===== config.mk =====
export PLATFORM = sky130hd
export DESIGN_NAME = instr_fetch_unit
export DESIGN_NICKNAME = d
export VERILOG_FILES = /design/src/rtl/instr_fetch_unit.sv
export SDC_FILE = /design/constraint.sdc
export NUM_CORES = 1
export LEC_CHECK = 0
export BUFFER_PORTS_ARGS = -buffer_cell sky130_fd_sc_hd__buf_2
export CAP_MARGIN = 20
export CORE_ASPECT_RATIO = 0.75
export CORE_UTILIZATION = 49
export CTS_CLUSTER_SIZE = 25
export DETAILED_ROUTE_END_ITERATION = 8
export PLACE_DENSITY_LB_ADDON = 0.25
export SETUP_SLACK_MARGIN = 0.02
export SLEW_MARGIN = 40
export SYNTH_ARGS = -nofsm -noshare
export SYNTH_HDL_FRONTEND = slang
export SYNTH_SLANG_ARGS = --single-unit

===== constraint.sdc =====
create_clock -name clk -period 2.2 [get_ports clk]
set_input_delay 0.44 -clock clk [delete_from_list [all_inputs] [get_ports clk]]
set_output_delay 0.44 -clock clk [all_outputs]
set_load 0.01 [all_outputs]

===== src/rtl/instr_fetch_unit.sv =====
// rtl/instr_fetch_unit.sv - single-outstanding instruction fetch unit
//
// Purpose: fetches one instruction word at a time from instruction memory,
// holds it for the downstream core until consumed, and restarts fetch on a
// redirect. At most one memory request is outstanding at any time.
//
// Ports:
//   clk          in   1   rising-edge clock
//   reset        in   1   asynchronous active-low reset
//   imem_req     out  1   request valid (only in the request state)
//   imem_addr    out  32  word-aligned fetch address (always fetch_pc)
//   imem_gnt     in   1   request accepted this cycle
//   imem_rvalid  in   1   read data valid this cycle
//   imem_rdata   in   32  fetched instruction word
//   redirect     in   1   restart fetch at redirect_pc
//   redirect_pc  in   32  new fetch target (low two bits ignored)
//   stall        in   1   downstream cannot accept this cycle
//   if_valid     out  1   if_pc/if_instr hold a valid instruction
//   if_pc        out  32  PC of the held instruction
//   if_instr     out  32  held instruction, NOP_INSTR when nothing held
module instr_fetch_unit #(
   parameter logic [31:0] RESET_PC  = 32'h0000_0000,
   parameter logic [31:0] NOP_INSTR = 32'h0000_0013
) (
   input  logic        clk,
   input  logic        reset,
   output logic        imem_req,
   output logic [31:0] imem_addr,
   input  logic        imem_gnt,
   input  logic        imem_rvalid,
   input  logic [31:0] imem_rdata,
   input  logic        redirect,
   input  logic [31:0] redirect_pc,
   input  logic        stall,
   output logic        if_valid,
   output logic [31:0] if_pc,
   output logic [31:0] if_instr
);

   typedef enum logic [1:0] {
      S_REQ  = 2'd0,
      S_WAIT = 2'd1,
      S_HOLD = 2'd2,
      S_DROP = 2'd3
   } state_t;

   state_t      state, state_n;
   logic [31:0] fetch_pc, fetch_pc_n;
   logic        if_valid_n;
   logic [31:0] if_pc_n, if_instr_n;
   logic [31:0] redirect_target;

   assign redirect_target = {redirect_pc[31:2], 2'b00};

   assign imem_req  = (state == S_REQ);
   assign imem_addr = fetch_pc;

   always_ff @(posedge clk or negedge reset) begin
      if (!reset) begin
         state    <= S_REQ;
         fetch_pc <= RESET_PC;
         if_valid <= 1'b0;
         if_pc    <= 32'h0;
         if_instr <= NOP_INSTR;
      end else begin
         state    <= state_n;
         fetch_pc <= fetch_pc_n;
         if_valid <= if_valid_n;
         if_pc    <= if_pc_n;
         if_instr <= if_instr_n;
      end
   end

   always_comb begin
      state_n    = state;
      fetch_pc_n = fetch_pc;
      if_valid_n = if_valid;
      if_pc_n    = if_pc;
      if_instr_n = if_instr;
      case (state)
         S_REQ: begin
            if (redirect) begin
               fetch_pc_n = redirect_target;
               // A granted request must still have its response swallowed.
               state_n    = imem_gnt ? S_DROP : S_REQ;
            end else if (imem_gnt) begin
               state_n = S_WAIT;
            end
         end
         S_WAIT: begin
            if (redirect) begin
               fetch_pc_n = redirect_target;
               // Response arriving with the redirect is stale: drop it now.
               state_n    = imem_rvalid ? S_REQ : S_DROP;
            end else if (imem_rvalid) begin
               if_valid_n = 1'b1;
               if_pc_n    = fetch_pc;
               if_instr_n = imem_rdata;
               state_n    = S_HOLD;
            end
         end
         S_HOLD: begin
            if (redirect) begin
               if_valid_n = 1'b0;
               if_instr_n = NOP_INSTR;
               fetch_pc_n = redirect_target;
               state_n    = S_REQ;
            end else if (!stall) begin
               if_valid_n = 1'b0;
               if_instr_n = NOP_INSTR;
               fetch_pc_n = fetch_pc + 32'd4;
               state_n    = S_REQ;
            end
         end
         S_DROP: begin
            // A redirect here only retargets; the outstanding response is
            // still the one to swallow, so rvalid always ends the drop.
            if (redirect) begin
               fetch_pc_n = redirect_target;
            end
            if (imem_rvalid) begin
               state_n = S_REQ;
            end
         end
         default: begin
            state_n = S_REQ;
         end
      endcase
   end

endmodule


==> flow_summary.json <==
{
  "die-width_um": 110,
  "synth_area_leaders": "dfrtp_1 53%, nand2_1 9.3%, a22o_1 5.9%",
  "cap_violations": 0,
  "finalNonFillerCells": 706,
  "syn_to_final_growth_pct": 29.3,
  "power.switching_w": 0.00201,
  "finalPower_w": 0.00597,
  "cts_root_buf": "clkbuf_16",
  "antenna_left": 0,
  "start_util_pct": 50.7,
  "dpl.hpwl_mm": 7.78,
  "cp_max_fo": 12,
  "synth-seq-cells": 95,
  "final.period_utilization_pct": 91.5,
  "setup_viol": 0,
  "die_h_um": 83.2,
  "nets": 664,
  "wl_per_cell_um": 15.6,
  "synth_edf_count": 0,
  "p_int_w": 0.00396,
  "synth_top_cell_area_share_pct": 53.5,
  "final_area_mm2": 0.00557,
  "rows": 29,
  "grt_pass1_vias": 3592,
  "ys_warn_count": 0,
  "cts.path.max_buffers": 2,
  "p_seq_share_pct": 43.5,
  "endpoint_kind": "flip-flop",
  "synth_area_mm2": 0.00430,
  "synthArstFlopShare_pct": 100,
  "finalMaxSlewViolations": 0,
  "swShare_pct": 33.7,
  "drcViolationCount": 0,
  "timing.rr.start": "imem_addr[10]",
  "layout_commonest_cell": "buf_2",
  "fin_skew_ns": 0.00815,
  "syn_area_per_cell_um2": 9.92,
  "status": "finished, final reports clean",
  "p_leak_nw": 2.85,
  "grt_max_degree": 37,
  "avgViaCountPerCell": 5.46,
  "clk_pin_slew_ns": 0.07,
  "yosysSeqAreaShare_pct": 55.3,
  "synthFlopType": "dfrtp_1",
  "crit_path_start_kind": "flip-flop",
  "fin_util_pct": 65.6,
  "via_count": 3852,
  "syn_inst": 434,
  "grt_antenna_before_repair": 0,
  "powerDensity_mw_per_mm2": 1070,
  "place_inst": 690,
  "port_buffers": 161,
  "worstSetupPathType": "reg2reg",
  "cts_max_level": 3,
  "placed_area_mm2": 0.00525,
  "boundaryPins": 168,
  "core_mm2": 0.00849,
  "cp.arrival_ns": 2.27,
  "fmax_mhz": 497,
  "clock_power_share_pct": 26.8,
  "finalWirelength_mm": 11.0,
  "die-area_mm2": 0.00917,
  "post-route-min-period_ns": 2.01,
  "tritoncts": "done",
  "yosysTopAreaCell": "dfrtp_1",
  "cts_buffers": 9,
  "setup_tns_ns": 0,
  "r2r_slack_ns": 0.19,
  "grt_usage_pct": 25.0,
  "drive_above_1_share_pct": 33.9,
  "insertedDiodeCount": 0,
  "worstPathRequired_ns": 2.46,
  "grt_overflow": 0,
  "hold_viol_final": 0,
  "ys_types": 47,
  "reg2regPathDepth": 4,
  "grt_first_pass_wirelength_mm": 17.9,
  "irDropWorstVdd_mv": 0.561,
  "comb_power_share_pct": 29.8,
  "insertion_delay_ns": 0.33,
  "cts_setup_buffers": 0,
  "final_cell_mix": "160 x buf_2, 107 x nand2_1, 92 x dfrtp_1, 29 x a22o_1",
  "initialDrtViolationCount": 266,
  "clkSinkCount": 95,
  "worstHoldPathType": "in2async",
  "drtPass1Iterations": 4,
  "gp_congestion": 0.862,
  "r2r-end": "imem_addr[24]",
  "rsz0062_at_grt": "no"
}
state kept, by name (all words and copies together) (netlist names):
name and count:
imem_addr 30, state 2, if_instr 32, if_pc 30, if_valid 1
repair_timing:
item | CTS | global route
endpoints found under the setup margin | 0 | 4
hold buffers | 0 | 0
gates resized for setup | 0 | 1
kinds of logic (layout without fill, tap and decap cells):
family,count (synthesis),in the layout,share of synthesized area [%]
buffers and inverters,44,205,4.74
xor gates and xnor gates,9,9,1.83
adders and majority gates,1,1,0.291
AOI/OAI and AO/OA,87,87,14.6
other,1,4,0.0871
muxes,1,1,0.233
and+or+nand+nor,196,196,22.9
DFF,95,95,55.3
layer usage:
| metal | track usage [%] | vias up | routed length [um] |
|---|---|---|---|
| li1 | - | 1857 | - |
| met1 | 36.5 | 1850 | 5150 |
| met2 | 37.8 | 129 | 5020 |
| met3 | 5.57 | 16 | 692 |
| met4 | 5.98 | 0 | 154 |
| met5 | 0 | - | 0 |
synthesized netlist by cell type (3+ instances only):
cell type  count
a21oi_1        4
a22o_1        29
a31oi_1       12
and3_1         5
and4_1         3
buf_1          4
buf_2          7
buf_4          4
clkbuf_1      16
dfrtp_1       92
dfstp_2        3
inv_1         11
nand2_1      107
nand2b_1       3
nand3_1       15
nand4_1        9
nand4b_1       3
nor2_1        17
nor4_1         3
o211ai_1       6
o21ai_0        5
o21ai_1       12
o31a_1         3
o31ai_1       10
or3_1          3
or4_1         16
xor2_1         7
critical path, cell delays in order, from the launching register on:
cell	delay (ns)
dfrtp_1	0.44
and3_1	0.35
nand3_1	0.36
or4_1	0.60
a31oi_1	0.17
layout make-up:
type / instances / area [um2]
Inverter: 11 / 41.3
Multi-Input combinational cell: 298 / 1750
Fill cell: 693 / 2920
Clock buffer: 11 / 243
Tap cell: 108 / 135
Timing Repair Buffer: 178 / 948
Sequential cell: 95 / 2380
Clock inverter: 5 / 63.8
metrics by stage:
| step | hold WS [ns] | setup WS [ns] |
|---|---|---|
| 6_report | 0.0249 | 0.187 |
| 5_1_grt | 0.0495 | 0.0512 |
| 4_1_cts | 0.0321 | 0.0805 |
| 3_5_place_dp | 0.391 | 0.138 |
| 3_3_place_gp | 0.389 | 0.164 |
| 2_1_floorplan | 0.144 | 0.330 |
power groups by stage:
stage               Combinational (W)  Sequential, W  Clock (W)
detailed placement            0.00180        0.00261          0
global placement              0.00176        0.00259          0
global route                  0.00199        0.00266    0.00169
CTS                           0.00181        0.00259    0.00163
finish                        0.00178        0.00260    0.00160
floorplan                    0.000800        0.00279          0
worst max path at each step:
stage / start / endpoint / slack [ns] / depth (start not counted)
after detailed placement: stall / imem_addr[13] / 0.14 / 5
final: imem_addr[10] / imem_addr[24] / 0.19 / 4
after floorplan: imem_addr[2] / imem_addr[24] / 0.33 / 6
after CTS: imem_addr[4] / imem_addr[25] / 0.08 / 4
after global routing: imem_addr[10] / imem_addr[24] / 0.05 / 4
after global placement: stall / imem_addr[25] / 0.16 / 5
Power figures use the tool's default switching activity.
